**src/rtl/tt_host.sv**
```systemverilog
// tt_host: iopage initiator that polls the DL11 console registers and moves bytes between a
// TX FIFO, the DL11 and an RX holding register. Optional local echo: TT_HOST_ECHO_EN.
module tt_host #(
    parameter int FIFO_DEPTH = 4,
    parameter int POLL_GAP   = 4
) (
    input  logic        clk,
    input  logic        reset,
    output logic [12:0] iopage_addr,
    output logic        iopage_rd,
    output logic        iopage_wr,
    output logic        iopage_byte_op,
    output logic [15:0] data_out,
    input  logic [15:0] data_in,
    input  logic [7:0]  tx_char,
    input  logic        tx_valid,
    output logic        tx_ready,
    output logic [7:0]  rx_char,
    output logic        rx_valid,
    input  logic        rx_ready,
    output logic        busy,
    output logic [2:0]  dbg_state
);

    localparam int AW = $clog2(FIFO_DEPTH);
    localparam int GW = (POLL_GAP > 1) ? $clog2(POLL_GAP) : 1;
    localparam logic [AW:0]   DEPTH_C  = (AW + 1)'(FIFO_DEPTH);
    localparam logic [GW-1:0] GAP_LAST = GW'((POLL_GAP > 0) ? POLL_GAP - 1 : 0);
    localparam bit            NO_GAP   = (POLL_GAP == 0);

    localparam logic [12:0] A_TTI_CSR = 13'o17560;
    localparam logic [12:0] A_TTI_DAT = 13'o17562;
    localparam logic [12:0] A_TTO_CSR = 13'o17564;
    localparam logic [12:0] A_TTO_DAT = 13'o17566;

    typedef enum logic [2:0] {
        S_IDLE    = 3'd0,
        S_RX_CSR  = 3'd1,
        S_RX_DATA = 3'd2,
        S_TX_CSR  = 3'd3,
        S_TX_WR   = 3'd4,
        S_GAP     = 3'd5
    } state_t;

    state_t          r_state;
    logic [GW-1:0]   r_gap_cnt;
    logic [7:0]      r_mem [FIFO_DEPTH];
    logic [AW-1:0]   r_wr_ptr;
    logic [AW-1:0]   r_rd_ptr;
    logic [AW:0]     r_count;

    logic            w_full;
    logic            w_empty;
    logic            w_echo_slot;
    logic            w_echo;
    logic            w_push;
    logic            w_pop;
    logic [7:0]      w_push_data;
    logic [7:0]      w_head;
    logic            w_unused_din;

    assign w_full  = (r_count == DEPTH_C);
    assign w_empty = (r_count == '0);
    assign w_head  = r_mem[r_rd_ptr];

`ifdef TT_HOST_ECHO_EN
    // The echo owns the FIFO write port for the whole RX_DATA cycle, even when it is dropped.
    assign w_echo_slot = (r_state == S_RX_DATA);
    assign w_echo      = w_echo_slot && !w_full;
`else
    assign w_echo_slot = 1'b0;
    assign w_echo      = 1'b0;
`endif

    assign tx_ready    = !w_full && !w_echo_slot;
    assign w_push      = w_echo || (tx_valid && tx_ready);
    assign w_push_data = w_echo ? data_in[7:0] : tx_char;
    assign w_pop       = (r_state == S_TX_WR);

    assign busy           = ((r_state != S_IDLE) && (r_state != S_GAP)) || !w_empty;
    assign iopage_byte_op = 1'b0;
    assign dbg_state      = r_state;
    assign w_unused_din   = ^data_in[15:8];

    always_ff @(posedge clk) begin
        if (w_push) begin
            r_mem[r_wr_ptr] <= w_push_data;
        end
    end

    always_ff @(posedge clk or negedge reset) begin
        if (!reset) begin
            r_wr_ptr <= '0;
            r_rd_ptr <= '0;
            r_count  <= '0;
        end else begin
            if (w_push) begin
                r_wr_ptr <= r_wr_ptr + AW'(1);
            end
            if (w_pop) begin
                r_rd_ptr <= r_rd_ptr + AW'(1);
            end
            case ({w_push, w_pop})
                2'b10:   r_count <= r_count + (AW + 1)'(1);
                2'b01:   r_count <= r_count - (AW + 1)'(1);
                default: r_count <= r_count;
            endcase
        end
    end

    // A load from RX_DATA takes precedence over a same-cycle consumer accept.
    always_ff @(posedge clk or negedge reset) begin
        if (!reset) begin
            rx_valid <= 1'b0;
            rx_char  <= 8'h00;
        end else if (r_state == S_RX_DATA) begin
            rx_valid <= 1'b1;
            rx_char  <= data_in[7:0];
        end else if (rx_valid && rx_ready) begin
            rx_valid <= 1'b0;
        end
    end

    // Bus outputs are registered with the state: each one describes the access of the state being entered.
    always_ff @(posedge clk or negedge reset) begin
        if (!reset) begin
            r_state     <= S_IDLE;
            r_gap_cnt   <= '0;
            iopage_rd   <= 1'b0;
            iopage_wr   <= 1'b0;
            iopage_addr <= '0;
            data_out    <= '0;
        end else begin
            iopage_rd   <= 1'b0;
            iopage_wr   <= 1'b0;
            iopage_addr <= '0;
            data_out    <= '0;
            case (r_state)
                S_IDLE: begin
                    r_state     <= S_RX_CSR;
                    iopage_rd   <= 1'b1;
                    iopage_addr <= A_TTI_CSR;
                end
                S_RX_CSR: begin
                    if (data_in[7] && !rx_valid) begin
                        r_state     <= S_RX_DATA;
                        iopage_rd   <= 1'b1;
                        iopage_addr <= A_TTI_DAT;
                    end else if (!w_empty) begin
                        r_state     <= S_TX_CSR;
                        iopage_rd   <= 1'b1;
                        iopage_addr <= A_TTO_CSR;
                    end else if (NO_GAP) begin
                        r_state     <= S_RX_CSR;
                        iopage_rd   <= 1'b1;
                        iopage_addr <= A_TTI_CSR;
                    end else begin
                        r_state   <= S_GAP;
                        r_gap_cnt <= '0;
                    end
                end
                S_RX_DATA: begin
                    if (!w_empty) begin
                        r_state     <= S_TX_CSR;
                        iopage_rd   <= 1'b1;
                        iopage_addr <= A_TTO_CSR;
                    end else if (NO_GAP) begin
                        r_state     <= S_RX_CSR;
                        iopage_rd   <= 1'b1;
                        iopage_addr <= A_TTI_CSR;
                    end else begin
                        r_state   <= S_GAP;
                        r_gap_cnt <= '0;
                    end
                end
                S_TX_CSR: begin
                    if (data_in[7]) begin
                        r_state     <= S_TX_WR;
                        iopage_wr   <= 1'b1;
                        iopage_addr <= A_TTO_DAT;
                        data_out    <= {8'h00, w_head};
                    end else if (NO_GAP) begin
                        r_state     <= S_RX_CSR;
                        iopage_rd   <= 1'b1;
                        iopage_addr <= A_TTI_CSR;
                    end else begin
                        r_state   <= S_GAP;
                        r_gap_cnt <= '0;
                    end
                end
                S_TX_WR: begin
                    if (NO_GAP) begin
                        r_state     <= S_RX_CSR;
                        iopage_rd   <= 1'b1;
                        iopage_addr <= A_TTI_CSR;
                    end else begin
                        r_state   <= S_GAP;
                        r_gap_cnt <= '0;
                    end
                end
                S_GAP: begin
                    if (r_gap_cnt == GAP_LAST) begin
                        r_state     <= S_RX_CSR;
                        iopage_rd   <= 1'b1;
                        iopage_addr <= A_TTI_CSR;
                    end else begin
                        r_gap_cnt <= r_gap_cnt + GW'(1);
                    end
                end
                default: r_state <= S_IDLE;
            endcase
        end
    end

endmodule

```
**config.mk**
```make
export PLATFORM = sky130hd
export DESIGN_NAME = tt_host
export DESIGN_NICKNAME = d
export VERILOG_FILES = /design/src/rtl/tt_host.sv
export SDC_FILE = /design/constraint.sdc
export NUM_CORES = 1
export LEC_CHECK = 0
export BUFFER_PORTS_ARGS = -buffer_cell sky130_fd_sc_hd__buf_2
export CAP_MARGIN = 20
export CELL_PAD_IN_SITES_DETAIL_PLACEMENT = 0
export CELL_PAD_IN_SITES_GLOBAL_PLACEMENT = 1
export CORE_MARGIN = 2
export CORE_UTILIZATION = 47
export CTS_BUF_LIST = sky130_fd_sc_hd__clkbuf_8
export DETAILED_ROUTE_END_ITERATION = 8
export GPL_TIMING_DRIVEN = 1
export PLACE_DENSITY = 0.86
export SLEW_MARGIN = 0
export SYNTH_ARGS = -nofsm -noshare
export SYNTH_HDL_FRONTEND = slang
export SYNTH_SLANG_ARGS = --single-unit
```
**constraint.sdc**
```tcl
create_clock -name clk -period 4.7 [get_ports clk]
set_input_delay 0.47 -clock clk [delete_from_list [all_inputs] [get_ports clk]]
set_output_delay 0.47 -clock clk [all_outputs]
set_load 0.005 [all_outputs]
```
==> results of run 1 <==
[metrics by stage]
| step | instances | worst slack [ns] | util | power (mW) |
|---|---|---|---|---|
| floorplan | 203 | 2.77 | - | 1.44 |
| global placement | 307 | 2.53 | 0.524 | 1.59 |
| detailed placement | 307 | 2.50 | 0.524 | 1.62 |
| CTS | 323 | 2.48 | 0.561 | 2.13 |
| global route | 323 | 2.24 | 0.561 | 2.26 |
| finish | 323 | 2.51 | 0.561 | 2.10 |
[power breakdown]
group / internal (mW) / switching (mW)
clock network: 0.297 / 0.211
logic: 0.353 / 0.286
registers: 0.790 / 0.161
total: 1.44 / 0.658
[routing by layer]
metal	wire (um)	vias up	track usage
met5	0	-	0
met2	2150	51	0.215
li1	-	755	-
met3	234	9	0.0319
met4	85	0	0.0950
met1	1900	759	0.189
[critical path: stages (launching register included)]
cell	delay, ns
sky130_fd_sc_hd__dfrtp_1	0.67
sky130_fd_sc_hd__nor3b_2	0.38
sky130_fd_sc_hd__ha_1	0.24
sky130_fd_sc_hd__inv_1	0.06
sky130_fd_sc_hd__fa_1	0.37
sky130_fd_sc_hd__xor2_1	0.15
sky130_fd_sc_hd__nor2_1	0.10
sky130_fd_sc_hd__xor2_1	0.15
[layout make-up]
| class | count | area, um^2 | area share |
|---|---|---|---|
| flip-flops and latches | 66 | 1810 | 0.548 |
| multi-input cells | 104 | 882 | 0.267 |
| repair buffers | 53 | 265 | 0.0803 |
| clock buffers | 9 | 124 | 0.0375 |
| well taps | 75 | 93.8 | 0.0284 |
| clock inverters | 7 | 92.6 | 0.0280 |
| inverters | 9 | 33.8 | 0.0102 |
[cells in the mapped netlist (2+ instances only)]
cell type / number / area, um^2
sky130_fd_sc_hd__edfxtp_1: 32 / 961
sky130_fd_sc_hd__nand2b_1: 4 / 25.0
sky130_fd_sc_hd__nor3b_1: 2 / 15.0
sky130_fd_sc_hd__nor2b_1: 10 / 62.6
sky130_fd_sc_hd__a21oi_1: 4 / 20.0
sky130_fd_sc_hd__xor2_1: 3 / 26.3
sky130_fd_sc_hd__o21ai_0: 5 / 25.0
sky130_fd_sc_hd__nor2_1: 6 / 22.5
sky130_fd_sc_hd__buf_4: 20 / 150
sky130_fd_sc_hd__buf_2: 3 / 15.0
sky130_fd_sc_hd__and3_1: 4 / 25.0
sky130_fd_sc_hd__nand2_1: 6 / 22.5
sky130_fd_sc_hd__xnor2_1: 3 / 26.3
sky130_fd_sc_hd__ha_1: 6 / 75.1
sky130_fd_sc_hd__and2_1: 2 / 12.5
sky130_fd_sc_hd__mux2_2: 9 / 101
sky130_fd_sc_hd__dfrtp_1: 34 / 851
sky130_fd_sc_hd__inv_1: 9 / 33.8
sky130_fd_sc_hd__mux4_2: 8 / 180
[worst min path at each step]
stage                                  start                        to  slack (ns)  depth (start not counted)
finish                                 reset     data_out[0]$_DFF_PN0_        0.19                          1
global route                           reset    rx_char[0]$_DFFE_PN0N_        0.26                          1
CTS                                    reset    rx_char[0]$_DFFE_PN0N_        0.21                          1
detailed placement    rx_char[3]$_DFFE_PN0N_    rx_char[3]$_DFFE_PN0N_        0.49                          1
global placement    r_gap_cnt[0]$_DFFE_PN0P_  r_gap_cnt[0]$_DFFE_PN0P_        0.46                          1
floorplan                              reset     data_out[0]$_DFF_PN0_        0.17                          0
[flip-flops by register name, summed over array words and instances, names as in the netlist]
| register | count |
|---|---|
| r_count | 3 |
| r_rd_ptr | 2 |
| r_wr_ptr | 2 |
| iopage_rd | 1 |
| rx_valid | 1 |
| rx_char | 8 |
| r_gap_cnt | 2 |
| iopage_wr | 1 |
| dbg_state | 3 |
| data_out | 8 |
| iopage_addr | 3 |
| r_mem | 32 |
[cell families after synthesis]
family,after synthesis
AOI/OAI and AO/OA,19
xor gates and xnor gates,6
adders and majority gates,7
buffers and inverters,33
DFF,66
muxes,18
other,1
and+or+nand+nor,42
==> metrics.yaml, run 1 <==
clocking:
  cts.sink_count: 66
  clk-insertion-delay-late_ns: 0.33
  cts_buffer_depth: 2
  cts_tree: "built"
  ctsRootBufferMaster: "sky130_fd_sc_hd__clkbuf_8"
  post-cts-setup-buffers: 0
  cts_inserted_buffers: 9
  number_of_levels_the_h_tree_was_split_into: 3
  cts.repair.resized: 0
  cts.hold.buffers_added: 0
  clkTransAtPathRegs_ns: 0.07
timing:
  setup_viol_count_final: 0
  finalClockSkew_ns: 0.00749
  fin_tns_setup_ns: 0
  report.final.hold_viol_count: 0
  hold_slack_ns: 0.193
  fmax_mhz: 457
  final.period_utilization: 0.466
  setup_repair_after_global_routing_missed_its_margin: "no"
  slew_violations: 0
  worst_pin_slew_ns: 0.725
  worst_slew_margin_rel: 0.516
  layout_min_cycle_time_ns: 2.19
setup_path:
  timing.critical_path.to: "r_count[2]$_DFFE_PN0P_"
  highest_fanout_seen_on_the_critical_path: 17
  reg2reg_slack_ns: 2.51
  worst-setup-path-type: "register to register"
  critical_path.startpoint: "dbg_state[2]$_DFFE_PN0P_"
  crit-reg2reg-launch: "dbg_state[2]$_DFFE_PN0P_"
  startpoint_type: "register"
  reg2reg_depth: 7
  critical_path.reg2reg.endpoint: "r_count[2]$_DFFE_PN0P_"
  worst_ep_arrival_time_ns: 2.45
  worst_setup_path_end_kind: "register"
  cp.required_ns: 4.96
floorplanning:
  ioPinCount: 74
  floorplan.die.height_um: 81.9
  num_rows: 28
  initial_core_util: 0.485
  core_area_um2: 5890
  fp.dieW_um: 81.9
  die-area_um2: 6710
synth:
  synth-warning-count: 0
  synth_simple_gate_area_frac: 0.0916
  muxShareOfSynthArea: 0.102
  seq_area_frac_synth: 0.635
  synth_adder_area_share: 0.0333
  mapped_cells: 192
  synth_enable_flop_cells: 32
  synthFlopType: "sky130_fd_sc_hd__dfrtp_1"
  netlist_area_um2: 2860
  synthArstFlopShare: 0.515
  synth.avg_cell_area_um2: 14.9
  main_combinational_cell_family_by_area_after_synthesis: "multiplexers"
  count_of_state_elements_after_synthesis: 66
  synth.lib_cells_used.distinct: 41
  synth_compound_area_frac: 0.0478
  yosys.area_share.xor_xnor: 0.0184
routing:
  vias: 1574
  drc: 0
  drt-pass1-iter-count: 4
  initialDrtViolationCount: 112
  detail_route.vias_per_cell: 4.87
  routed_wire_length_per_instance_um: 13.5
  detail-route-antenna-nets: 0
  postRouteWirelength_um: 4370
grt:
  grt_util_all_layers: 0.144
  pin_count_of_the_biggest_net_entering_global_routing: 35
  grt_first_pass_wirelength_um: 6980
  grt_pass1_vias: 1466
  overflow: 0
  grt_antenna_before_repair: 0
layout:
  fin_nets: 278
  antenna_cells: 0
  final_layout_size_suffix_gt1_frac: 0.375
  area_growth_pct: 15.7
  layout_commonest_cell: "sky130_fd_sc_hd__buf_2"
  fin_area_um2: 3300
  fill_cells: 483
  final_cell_mix: "sky130_fd_sc_hd__buf_2, sky130_fd_sc_hd__dfrtp_1, sky130_fd_sc_hd__edfxtp_1"
placed_design:
  placedInstanceArea_um2: 3090
  dp_hpwl_um: 3020
  portBuffers: 53
  gp_routability_congestion: 0.774
min_path:
  min_path_type: "input pin to asynchronous set/reset pin"
pwr:
  peakVddDrop_v: 0.000271
  static-leakage-power_nw: 1.44
  p_per_area_nw_per_um2: 635
run_status:
  status: "complete, no violations"
run:
  drv_cap: 0
No activity file was read; power rests on OpenSTA's default activity.
==> run 2, diff against run 1 <==
--- a/config.mk
+++ b/config.mk
@@ -10,11 +10,11 @@
 export CELL_PAD_IN_SITES_DETAIL_PLACEMENT = 0
 export CELL_PAD_IN_SITES_GLOBAL_PLACEMENT = 1
 export CORE_MARGIN = 2
-export CORE_UTILIZATION = 47
+export CORE_UTILIZATION = 40
 export CTS_BUF_LIST = sky130_fd_sc_hd__clkbuf_8
 export DETAILED_ROUTE_END_ITERATION = 8
 export GPL_TIMING_DRIVEN = 1
-export PLACE_DENSITY = 0.86
+export PLACE_DENSITY = 0.78
 export SLEW_MARGIN = 0
 export SYNTH_ARGS = -nofsm -noshare
 export SYNTH_HDL_FRONTEND = slang
==> constraint.sdc (replaced) <==
create_clock -name clk -period 2 [get_ports clk]
set_input_delay 0.2 -clock clk [delete_from_list [all_inputs] [get_ports clk]]
set_output_delay 0.2 -clock clk [all_outputs]
set_load 0.005 [all_outputs]
==> run 2 against run 1 <==
- combinational power grew to 2.8 times the previous value
- sequential cell count stayed put
- register-to-register slack worse by 2.4 ns
- worst hold slack lost 0.14 ns
- non-clock buffer count increased by 10
- highest routed layer unchanged
- via count grew 3.7%
- sequential power is 120% higher
- global-route usage fell by 1.7 points
- cell count grew 9.6%
- sequential share of layout area decreased by 1.1 points
- die area grew 17%
==> metrics.yaml, run 2 (synthesis results as in run 1) <==
setup_path:
  worst_ep_arrival_time_ns: 2.12  # -0.33 ns
  crit-reg2reg-launch: "r_count[0]$_DFFE_PN0P_"
  path_common_cell: "sky130_fd_sc_hd__inv_1"
  timing.critical_path.slowest_cell_delay_ns: 0.37  # -0.30 ns
  worst_setup_path_end_kind: "register"
  reg2reg_depth: 10  # +3
  worst-setup-path-type: "register to register"
  critPathTopFamily: "adder cells"
  highest_fanout_seen_on_the_critical_path: 2  # -15
  cp.required_ns: 2.26  # -2.70 ns
  reg2reg_slack_ns: 0.13  # -2.38 ns
  timing.critical_path.slowest_stage_cell: "sky130_fd_sc_hd__dfrtp_1"
  critical_path.cell_chain: "inv_1 -> nand3_2 -> and2_4 -> inv_1 -> ha_2 -> inv_1 -> fa_2 -> xor2_1 -> nor2_1 -> xor2_1"
  startpoint_type: "register"
  critical_path.reg2reg.endpoint: "r_count[2]$_DFFE_PN0P_"
  crit_buf_inv: 3  # +2
grt:
  grt_util_all_layers: 0.127  # -0.0169
  pin_count_of_the_biggest_net_entering_global_routing: 35  # unchanged
  grt_pass1_vias: 1479  # +0.89%
  overflow: 0  # unchanged
  grt_first_pass_wirelength_um: 7180  # +2.9%
  grt_antenna_before_repair: 0  # unchanged
timing:
  slew_violations: 0  # unchanged
  layout_min_cycle_time_ns: 1.87  # -0.323 ns
  fmax_mhz: 536  # +17%
  fin_tns_setup_ns: 0  # unchanged
  report.final.hold_viol_count: 0  # unchanged
  worst_pin_slew_ns: 0.760  # +0.0343 ns
  hold_slack_ns: 0.0521  # -0.140 ns
  setup_viol_count_final: 0  # unchanged
  final.period_utilization: 0.933  # +0.467
  worst_slew_margin_rel: 0.494  # -0.0229
  finalClockSkew_ns: 0.00640  # -0.00110 ns
layout:
  area_growth_pct: 18.0
  fin_area_um2: 3370  # +2.0%
  final_layout_size_suffix_gt1_frac: 0.411  # +0.0359
  largest_register_ff_count: 32  # unchanged
  fin_nets: 288  # +3.6%
  final_cell_mix: "sky130_fd_sc_hd__buf_2, sky130_fd_sc_hd__dfrtp_1, sky130_fd_sc_hd__edfxtp_1"
  antenna_cells: 0  # unchanged
  layout_commonest_cell: "sky130_fd_sc_hd__buf_2"
  max_flop_register: "r_mem"
  top_regs: "r_mem (32), data_out (8), rx_char (8)"
routing:
  drt-pass1-iter-count: 4  # unchanged
  initialDrtViolationCount: 69  # -38%
  detail_route.vias_per_cell: 4.61  # -5.4%
  postRouteWirelength_um: 4520  # +3.3%
  drc: 0  # unchanged
  detail-route-antenna-nets: 0  # unchanged
  vias: 1632  # +3.7%
  routed_wire_length_per_instance_um: 12.8  # -5.7%
placed_design:
  placedInstanceArea_um2: 3170  # +2.8%
  portBuffers: 53  # unchanged
  dp_hpwl_um: 3170  # +4.9%
  gp_routability_congestion: 0.818  # +5.7%
floorplanning:
  initial_core_util: 0.416  # -0.0695
  die-area_um2: 7830  # +17%
  ioPinCount: 74  # unchanged
  core_area_um2: 6870  # +17%
  num_rows: 30  # +7.1%
  floorplan.die.height_um: 88.5  # +8.0%
  fp.dieW_um: 88.5  # +8.0%
pwr:
  static-leakage-power_nw: 1.46  # +1.5%
  p_per_area_nw_per_um2: 1420  # +120%
  peakVddDrop_v: 0.000638  # +140%
clocking:
  number_of_levels_the_h_tree_was_split_into: 3  # unchanged
  cts_tree: "built"
  cts_inserted_buffers: 9  # unchanged
  clk-insertion-delay-late_ns: 0.33  # about the same
  ctsRootBufferMaster: "sky130_fd_sc_hd__clkbuf_8"
  cts.sink_count: 66  # unchanged
  cts_buffer_depth: 2  # unchanged
  clkTransAtPathRegs_ns: 0.07  # about the same
min_path:
  worst_hold_startpoint: "rx_ready"
  holdPathStages: 2
  min_path_type: "input pin to register"
  endpoint_worst_hold: "rx_valid$_DFFE_PN0P_"
run_status:
  status: "complete, no violations"
run:
  drv_cap: 0  # unchanged
==> run 2: cell type report <==
cell class              count  area, um^2
fillers                   610        3500
flip-flops and latches     66        1810
clock buffers               9         124
multi-input cells         104         890
clock inverters             7        46.3
repair buffers             63         343
inverters                   9        33.8
well taps                  96         120
==> run 2: repair_timing <==
item                                   4_1_cts  5_1_grt
endpoints found under the hold margin       34        0
gates resized for setup                      0        4
hold buffers                                 1        0
buffers inserted                             0        1
setup endpoints to repair                    0        1
==> run 2: worst max path at each step <==
stage | startpoint | endpoint | slack, ns | depth (start not counted)
floorplan | r_count[0]$_DFFE_PN0P_ | r_count[2]$_DFFE_PN0P_ | 0.07 | 10
global placement | r_count[1]$_DFFE_PN0P_ | r_count[2]$_DFFE_PN0P_ | 0.11 | 10
detailed placement | r_count[1]$_DFFE_PN0P_ | r_count[2]$_DFFE_PN0P_ | 0.06 | 10
CTS | r_count[1]$_DFFE_PN0P_ | r_count[2]$_DFFE_PN0P_ | 0.04 | 10
global route | r_count[0]$_DFFE_PN0P_ | r_count[2]$_DFFE_PN0P_ | -0.01 | 10
finish | r_count[0]$_DFFE_PN0P_ | r_count[2]$_DFFE_PN0P_ | 0.13 | 10
==> run 2: stage by stage <==
stage                     power, mW  setup WS (ns)  cells   util
final                          4.80          0.134    354  0.490
after global routing           5.17       -0.00951    354  0.490
after CTS                      4.85         0.0423    353  0.488
after detailed placement       3.90         0.0573    336  0.462
after global placement         3.87          0.106    336  0.462
after floorplan                3.39         0.0720    203      -
==> run 2: report_power, final <==
part           switching (mW)  internal, mW
logic                   0.864         0.934
clock network           0.479         0.443
registers               0.218          1.86
total                    1.56          3.24
==> run 2: layer usage <==
metal | track usage | up-vias | routed length [um]
li1 | - | 773 | -
met1 | 0.166 | 792 | 2010
met2 | 0.183 | 63 | 2160
met3 | 0.0606 | 4 | 332
met4 | 0.0537 | 0 | 24
met5 | 0 | - | 0
